==> src/rtl/barrel_shift_arb.sv <==
// barrel_shift_arb: round-robin arbiter/sequencer sharing one external
// combinational barrel shifter (ops 0=SRL 1=SRA 2=SLL 3=ROR 4=ROL) among M
// requesters. One operation in flight: IDLE (grant) -> EXEC (shift) -> RESP.
// Optional feature macro: BARREL_SHIFT_ARB_OPCHK_EN adds rsp_err and turns
// op codes above 4 into a flagged passthrough of the captured data.
module barrel_shift_arb #(
  parameter int N = 32,
  parameter int M = 4
) (
  input  logic                      clk,
  input  logic                      rst_n,
  input  logic [M-1:0]              req_valid,
  output logic [M-1:0]              req_ready,
  input  logic [M*N-1:0]            req_data,
  input  logic [M*$clog2(N)-1:0]    req_shamt,
  input  logic [M*3-1:0]            req_op,
  output logic [N-1:0]              sh_data_in,
  output logic [$clog2(N)-1:0]      sh_shift_num,
  output logic [2:0]                sh_op,
  input  logic [N-1:0]              sh_data_out,
  output logic                      rsp_valid,
  input  logic                      rsp_ready,
  output logic [N-1:0]              rsp_data,
  output logic [$clog2(M)-1:0]      rsp_id,
`ifdef BARREL_SHIFT_ARB_OPCHK_EN
  output logic                      rsp_err,
`endif
  output logic                      busy
);

  localparam int SW = $clog2(N);
  localparam int IW = $clog2(M);
  localparam logic [IW:0]   M_W    = (IW+1)'(M);
  localparam logic [IW-1:0] M_LAST = IW'(M-1);

  typedef enum logic [1:0] {
    IDLE = 2'd0,
    EXEC = 2'd1,
    RESP = 2'd2
  } state_t;

  state_t          state_q, state_d;
  logic [IW-1:0]   rr_ptr_q, rr_ptr_d;
  logic [N-1:0]    opd_data_q, opd_data_d;
  logic [SW-1:0]   opd_shamt_q, opd_shamt_d;
  logic [2:0]      opd_op_q, opd_op_d;
  logic [IW-1:0]   opd_id_q, opd_id_d;
  logic [N-1:0]    rsp_data_q, rsp_data_d;
  logic [IW-1:0]   rsp_id_q, rsp_id_d;

  logic            grant_vld;
  logic [IW-1:0]   grant_idx;
  logic [IW:0]     pick;
  logic            op_bad;

  // Round-robin search: first valid requester at or above ptr, wrapping
  // modulo M. Returns {found, index}. Lowest offset wins, so the loop runs
  // downward and the last hit is kept.
  function automatic logic [IW:0] rr_pick(input logic [M-1:0] vld,
                                          input logic [IW-1:0] ptr);
    logic [IW:0]   sum;
    logic          found;
    logic [IW-1:0] idx;
    found = 1'b0;
    idx   = '0;
    for (int k = M-1; k >= 0; k--) begin
      sum = {1'b0, ptr} + (IW+1)'(k);
      if (sum >= M_W) sum = sum - M_W;
      if (vld[sum[IW-1:0]]) begin
        found = 1'b1;
        idx   = sum[IW-1:0];
      end
    end
    return {found, idx};
  endfunction

  // Next pointer after a grant: one past the winner, wrapping at M.
  function automatic logic [IW-1:0] rr_next(input logic [IW-1:0] g);
    return (g == M_LAST) ? '0 : g + 1'b1;
  endfunction

  // Arbitration result for the current cycle.
  always_comb begin
    pick      = rr_pick(req_valid, rr_ptr_q);
    grant_vld = pick[IW];
    grant_idx = pick[IW-1:0];
  end

`ifdef BARREL_SHIFT_ARB_OPCHK_EN
  logic rsp_err_q, rsp_err_d;

  // Op codes above ROL are not shifted; the operation becomes a flagged
  // passthrough with the shifter held on op 0.
  always_comb begin
    op_bad = (opd_op_q > 3'd4);
  end
`else
  // Without op checking every op code goes to the shifter as captured.
  always_comb begin
    op_bad = 1'b0;
  end
`endif

  // Shifter operands come straight from the operand registers, so they stay
  // constant for the whole operation and are zero out of reset.
  always_comb begin
    sh_data_in   = opd_data_q;
    sh_shift_num = opd_shamt_q;
    sh_op        = op_bad ? 3'd0 : opd_op_q;
  end

  // FSM state register.
  always_ff @(posedge clk or negedge rst_n) begin
    if (!rst_n) state_q <= IDLE;
    else        state_q <= state_d;
  end

  // FSM next-state logic.
  always_comb begin
    state_d = state_q;
    case (state_q)
      IDLE:    if (grant_vld) state_d = EXEC;
      EXEC:    state_d = RESP;
      RESP:    if (rsp_ready) state_d = IDLE;
      default: state_d = IDLE;
    endcase
  end

  // FSM outputs: the accept strobe exists only in IDLE, the response only in RESP.
  always_comb begin
    req_ready = '0;
    if (state_q == IDLE && grant_vld) req_ready[grant_idx] = 1'b1;
    rsp_valid = (state_q == RESP);
    busy      = (state_q != IDLE);
  end

  // Datapath next values: capture the granted slice in IDLE, the shifter
  // result in EXEC, hold otherwise.
  always_comb begin
    rr_ptr_d    = rr_ptr_q;
    opd_data_d  = opd_data_q;
    opd_shamt_d = opd_shamt_q;
    opd_op_d    = opd_op_q;
    opd_id_d    = opd_id_q;
    rsp_data_d  = rsp_data_q;
    rsp_id_d    = rsp_id_q;
`ifdef BARREL_SHIFT_ARB_OPCHK_EN
    rsp_err_d   = rsp_err_q;
`endif
    // stage: handshake cycle, operands into the operand registers
    if (state_q == IDLE && grant_vld) begin
      opd_data_d  = req_data[grant_idx*N +: N];
      opd_shamt_d = req_shamt[grant_idx*SW +: SW];
      opd_op_d    = req_op[grant_idx*3 +: 3];
      opd_id_d    = grant_idx;
      rr_ptr_d    = rr_next(grant_idx);
    end
    // stage: shift cycle, shifter result into the response registers
    if (state_q == EXEC) begin
      rsp_data_d = op_bad ? opd_data_q : sh_data_out;
      rsp_id_d   = opd_id_q;
`ifdef BARREL_SHIFT_ARB_OPCHK_EN
      rsp_err_d  = op_bad;
`endif
    end
  end

  // Datapath and pointer registers; reset discards any in-flight operation.
  always_ff @(posedge clk or negedge rst_n) begin
    if (!rst_n) begin
      rr_ptr_q    <= '0;
      opd_data_q  <= '0;
      opd_shamt_q <= '0;
      opd_op_q    <= '0;
      opd_id_q    <= '0;
      rsp_data_q  <= '0;
      rsp_id_q    <= '0;
    end else begin
      rr_ptr_q    <= rr_ptr_d;
      opd_data_q  <= opd_data_d;
      opd_shamt_q <= opd_shamt_d;
      opd_op_q    <= opd_op_d;
      opd_id_q    <= opd_id_d;
      rsp_data_q  <= rsp_data_d;
      rsp_id_q    <= rsp_id_d;
    end
  end

`ifdef BARREL_SHIFT_ARB_OPCHK_EN
  // Error flag travels with the response registers.
  always_ff @(posedge clk or negedge rst_n) begin
    if (!rst_n) rsp_err_q <= 1'b0;
    else        rsp_err_q <= rsp_err_d;
  end

  assign rsp_err = rsp_err_q;
`endif

  assign rsp_data = rsp_data_q;
  assign rsp_id   = rsp_id_q;

endmodule

==> config.mk <==
export PLATFORM = sky130hd
export DESIGN_NAME = barrel_shift_arb
export DESIGN_NICKNAME = d
export VERILOG_FILES = /design/src/rtl/barrel_shift_arb.sv
export SDC_FILE = /design/constraint.sdc
export NUM_CORES = 1
export LEC_CHECK = 0
export CELL_PAD_IN_SITES_DETAIL_PLACEMENT = 1
export CELL_PAD_IN_SITES_GLOBAL_PLACEMENT = 1
export CORE_AREA = 4 4 138 140
export DETAILED_ROUTE_END_ITERATION = 16
export DIE_AREA = 0 0 142 144
export GPL_TIMING_DRIVEN = 0
export PLACE_DENSITY_LB_ADDON = 0.05
export REMOVE_ABC_BUFFERS = 1
export SLEW_MARGIN = 5
export SYNTH_ARGS = -nofsm -noshare
export SYNTH_HDL_FRONTEND = slang
export SYNTH_SLANG_ARGS = --single-unit
==> constraint.sdc <==
create_clock -name clk -period 2.3 [get_ports clk]
set_clock_uncertainty 0.15 [all_clocks]
set_input_delay 0.575 -clock clk [delete_from_list [all_inputs] [get_ports clk]]
set_output_delay 0.575 -clock clk [all_outputs]
set_load 0.1 [all_outputs]
==> flow_summary.json <==
{
  "mappedNetlistArea_um2": 4217,
  "yosysSeqAreaShare": 0.4748,
  "syn2layout_area_growth_pct": 95.70,
  "crit_required_ns": 1.57,
  "vias": 4101,
  "dp_hpwl_um": 12770,
  "r2r_setup_slack_ns": -0.03,
  "cts_max_level": 3,
  "antenna_found_initial": 0,
  "path_max_fanout": 5,
  "worstRegToRegCells": 11,
  "grt_setup_unrepaired": "true",
  "wl_per_cell_um": 21.72,
  "drt_wl_total_um": 19330,
  "numClockSinks": 80,
  "insertion_delay_ns": 0.34,
  "run_status": "finished with violations",
  "grt_max_degree": 46,
  "nets": 856,
  "synth_edf_count": 0,
  "rows": 49,
  "cts.path.max_buffers": 2,
  "syn_inst": 337,
  "slew_headroom": 0.3297,
  "violations": "negative setup slack",
  "portBuffers": 278,
  "ant_nets": 0,
  "endpoint": "req_ready[3]",
  "hold_buffers": 0,
  "async_flop_share": 1.000,
  "place_congestion": 0.7512,
  "vias_per_cell": 4.608,
  "reg2reg_from": "rr_ptr_q[0]$_DFFE_PN0P_",
  "drtIter0Drc": 69,
  "crit_start": "rr_ptr_q[1]$_DFFE_PN0P_",
  "die_w_um": 142,
  "period_minus_slack_ns": 2.571,
  "hp-class": "in2async",
  "ys_ff_latch": 80,
  "cp.arrival_ns": 1.85,
  "dieArea_um2": 20450,
  "grt_pass1_wl_um": 27200,
  "grt_pass1_vias": 4575,
  "io_pins": 279,
  "crit_path_start_kind": "flip-flop",
  "diodes": 0,
  "slew_viol_final": 0,
  "place_ws_ns": -2.447,
  "worst_pin_slew_ns": 1.009,
  "cts_buffers": 9,
  "hold_viol": 0,
  "ys.flop_type": "dfrtp_1",
  "initial_utilization": 0.2363,
  "synth_top_cell_area_share": 0.4748,
  "end_kind": "primary output",
  "period_share": 1.118,
  "firstDrtPassIters": 4,
  "grt_util_all_layers": 0.1762,
  "drc": 0,
  "ys_top_cells_by_area": "dfrtp_1 47%, mux2i_1 19%, mux2_2 9.1%",
  "setup_ws_ns": -0.2709,
  "ctsRootBufferMaster": "clkbuf_16",
  "yosysWarningCount": 0,
  "setup_violations": 25,
  "worstReg2RegEnd": "sh_data_in[20]$_DFFE_PN0P_",
  "synth_area_per_cell_um2": 12.51,
  "fmaxAchievable_mhz": 389.0,
  "path_class": "reg2out",
  "cts_tree": "built",
  "die_y_um": 144,
  "drv_cap": 0,
  "clk_pin_slew_worst_paths_ns": 0.07,
  "synthTopCellsByCount": "80 x dfrtp_1, 80 x mux2i_1, 49 x nand2_1, 34 x mux2_2, 29 x o221ai_1",
  "grt_overflow_total": 0,
  "core_um2": 17840,
  "layout-drive-gt1-share": 0.3268,
  "synth_cell_type_count": 29,
  "post-route-util": 0.4625,
  "synth_top_area_cell": "dfrtp_1"
}
## logic make-up after synthesis
kind of cell               after synthesis  synth area share
and+or+nand+nor                         61           0.05965
muxes                                  114            0.2807
buffers and inverters                   32           0.06558
adders and majority gates                1          0.002967
AOI/OAI and AO/OA                       49            0.1163
DFF                                     80            0.4748
## critical path, stage by stage, from the launching register on
cell,delay [ns]
dfrtp_2,0.45
a21o_1,0.19
a21oi_2,0.18
o21ai_4,0.12
inv_2,0.11
ha_4,0.13
and2_4,0.14
buf_12,0.16
## how the worst min path moves through the flow
stage	endpoint	cells after the start
after CTS	rsp_data[0]$_DFFE_PN0N_	1
after floorplan	opd_id_q[0]$_DFFE_PN0P_	0
final	rsp_data[0]$_DFFE_PN0N_	1
after global routing	rsp_data[0]$_DFFE_PN0N_	1
after global placement	opd_id_q[1]$_DFFE_PN0P_	2
after detailed placement	opd_id_q[1]$_DFFE_PN0P_	2
## per-stage QoR
step	cells	setup TNS, ns	hold WS (ns)	area, um^2
after floorplan	311	-120.79	0.1294	3963
after global placement	818	-436.72	0.3063	7032
after detailed placement	827	-52.01	0.3142	7239
after CTS	878	-6.807	0.05318	8021
after global routing	890	-3.498	0.07110	8252
final	890	-1.663	0.04150	8252
## final cells by class
class	instances	area, um^2
clock buffers	10	229.0
clock inverters	6	51.30
fillers	1874	9589
inverters	6	30.03
multi-input cells	226	2218
flip-flops and latches	80	2004
well taps	229	286.5
repair buffers	333	3432
## registers in the layout, indices dropped and copies added (netlist names)
register and cells:
rsp_id 2, sh_data_in 32, rsp_data 32, opd_id_q 2
state_q 2, sh_shift_num 5, rr_ptr_q 2, sh_op 3
## cells in the final DEF (no fill, tap or decap), types with 2 or more instances in the layout
cell type	synthesis	routed
clkdlybuf4s50_1	0	193
dfrtp_1	80	78
mux2i_1	80	60
nand2_1	49	47
mux2_2	34	34
clkdlybuf4s15_1	0	33
buf_4	0	29
clkbuf_2	0	28
o221ai_1	29	21
o221ai_2	11	19
mux2i_2	0	18
clkbuf_16	0	13
buf_12	8	11
clkdlybuf4s15_2	0	11
buf_6	0	9
buf_16	0	4
buf_2	9	4
inv_1	3	3
clkinv_4	0	3
bufbuf_16	0	3
inv_2	3	2
or2_4	0	2
nand2_8	0	2
nor2_4	0	2
mux2i_4	0	2
inv_6	0	2
dlygate4sd2_1	0	2
dfrtp_2	0	2
## timing repair
item / CTS / global route
resized for setup: 225 / 100
pin swaps: 10 / 15
gates cloned: 7 / 4
endpoints found under the setup margin: 123 / 81
setup buffers: 30 / 17
## metal layers
| metal | wire length [um] | track usage |
|---|---|---|
| met3 | 1337 | 0.05754 |
| met1 | 7353 | 0.2048 |
| met4 | 331 | 0.05354 |
| met5 | 0 | 0 |
| met2 | 10310 | 0.3093 |
Power is not shown: default switching activity piles up to over one toggle a cycle in this logic, so the estimate is an artifact.
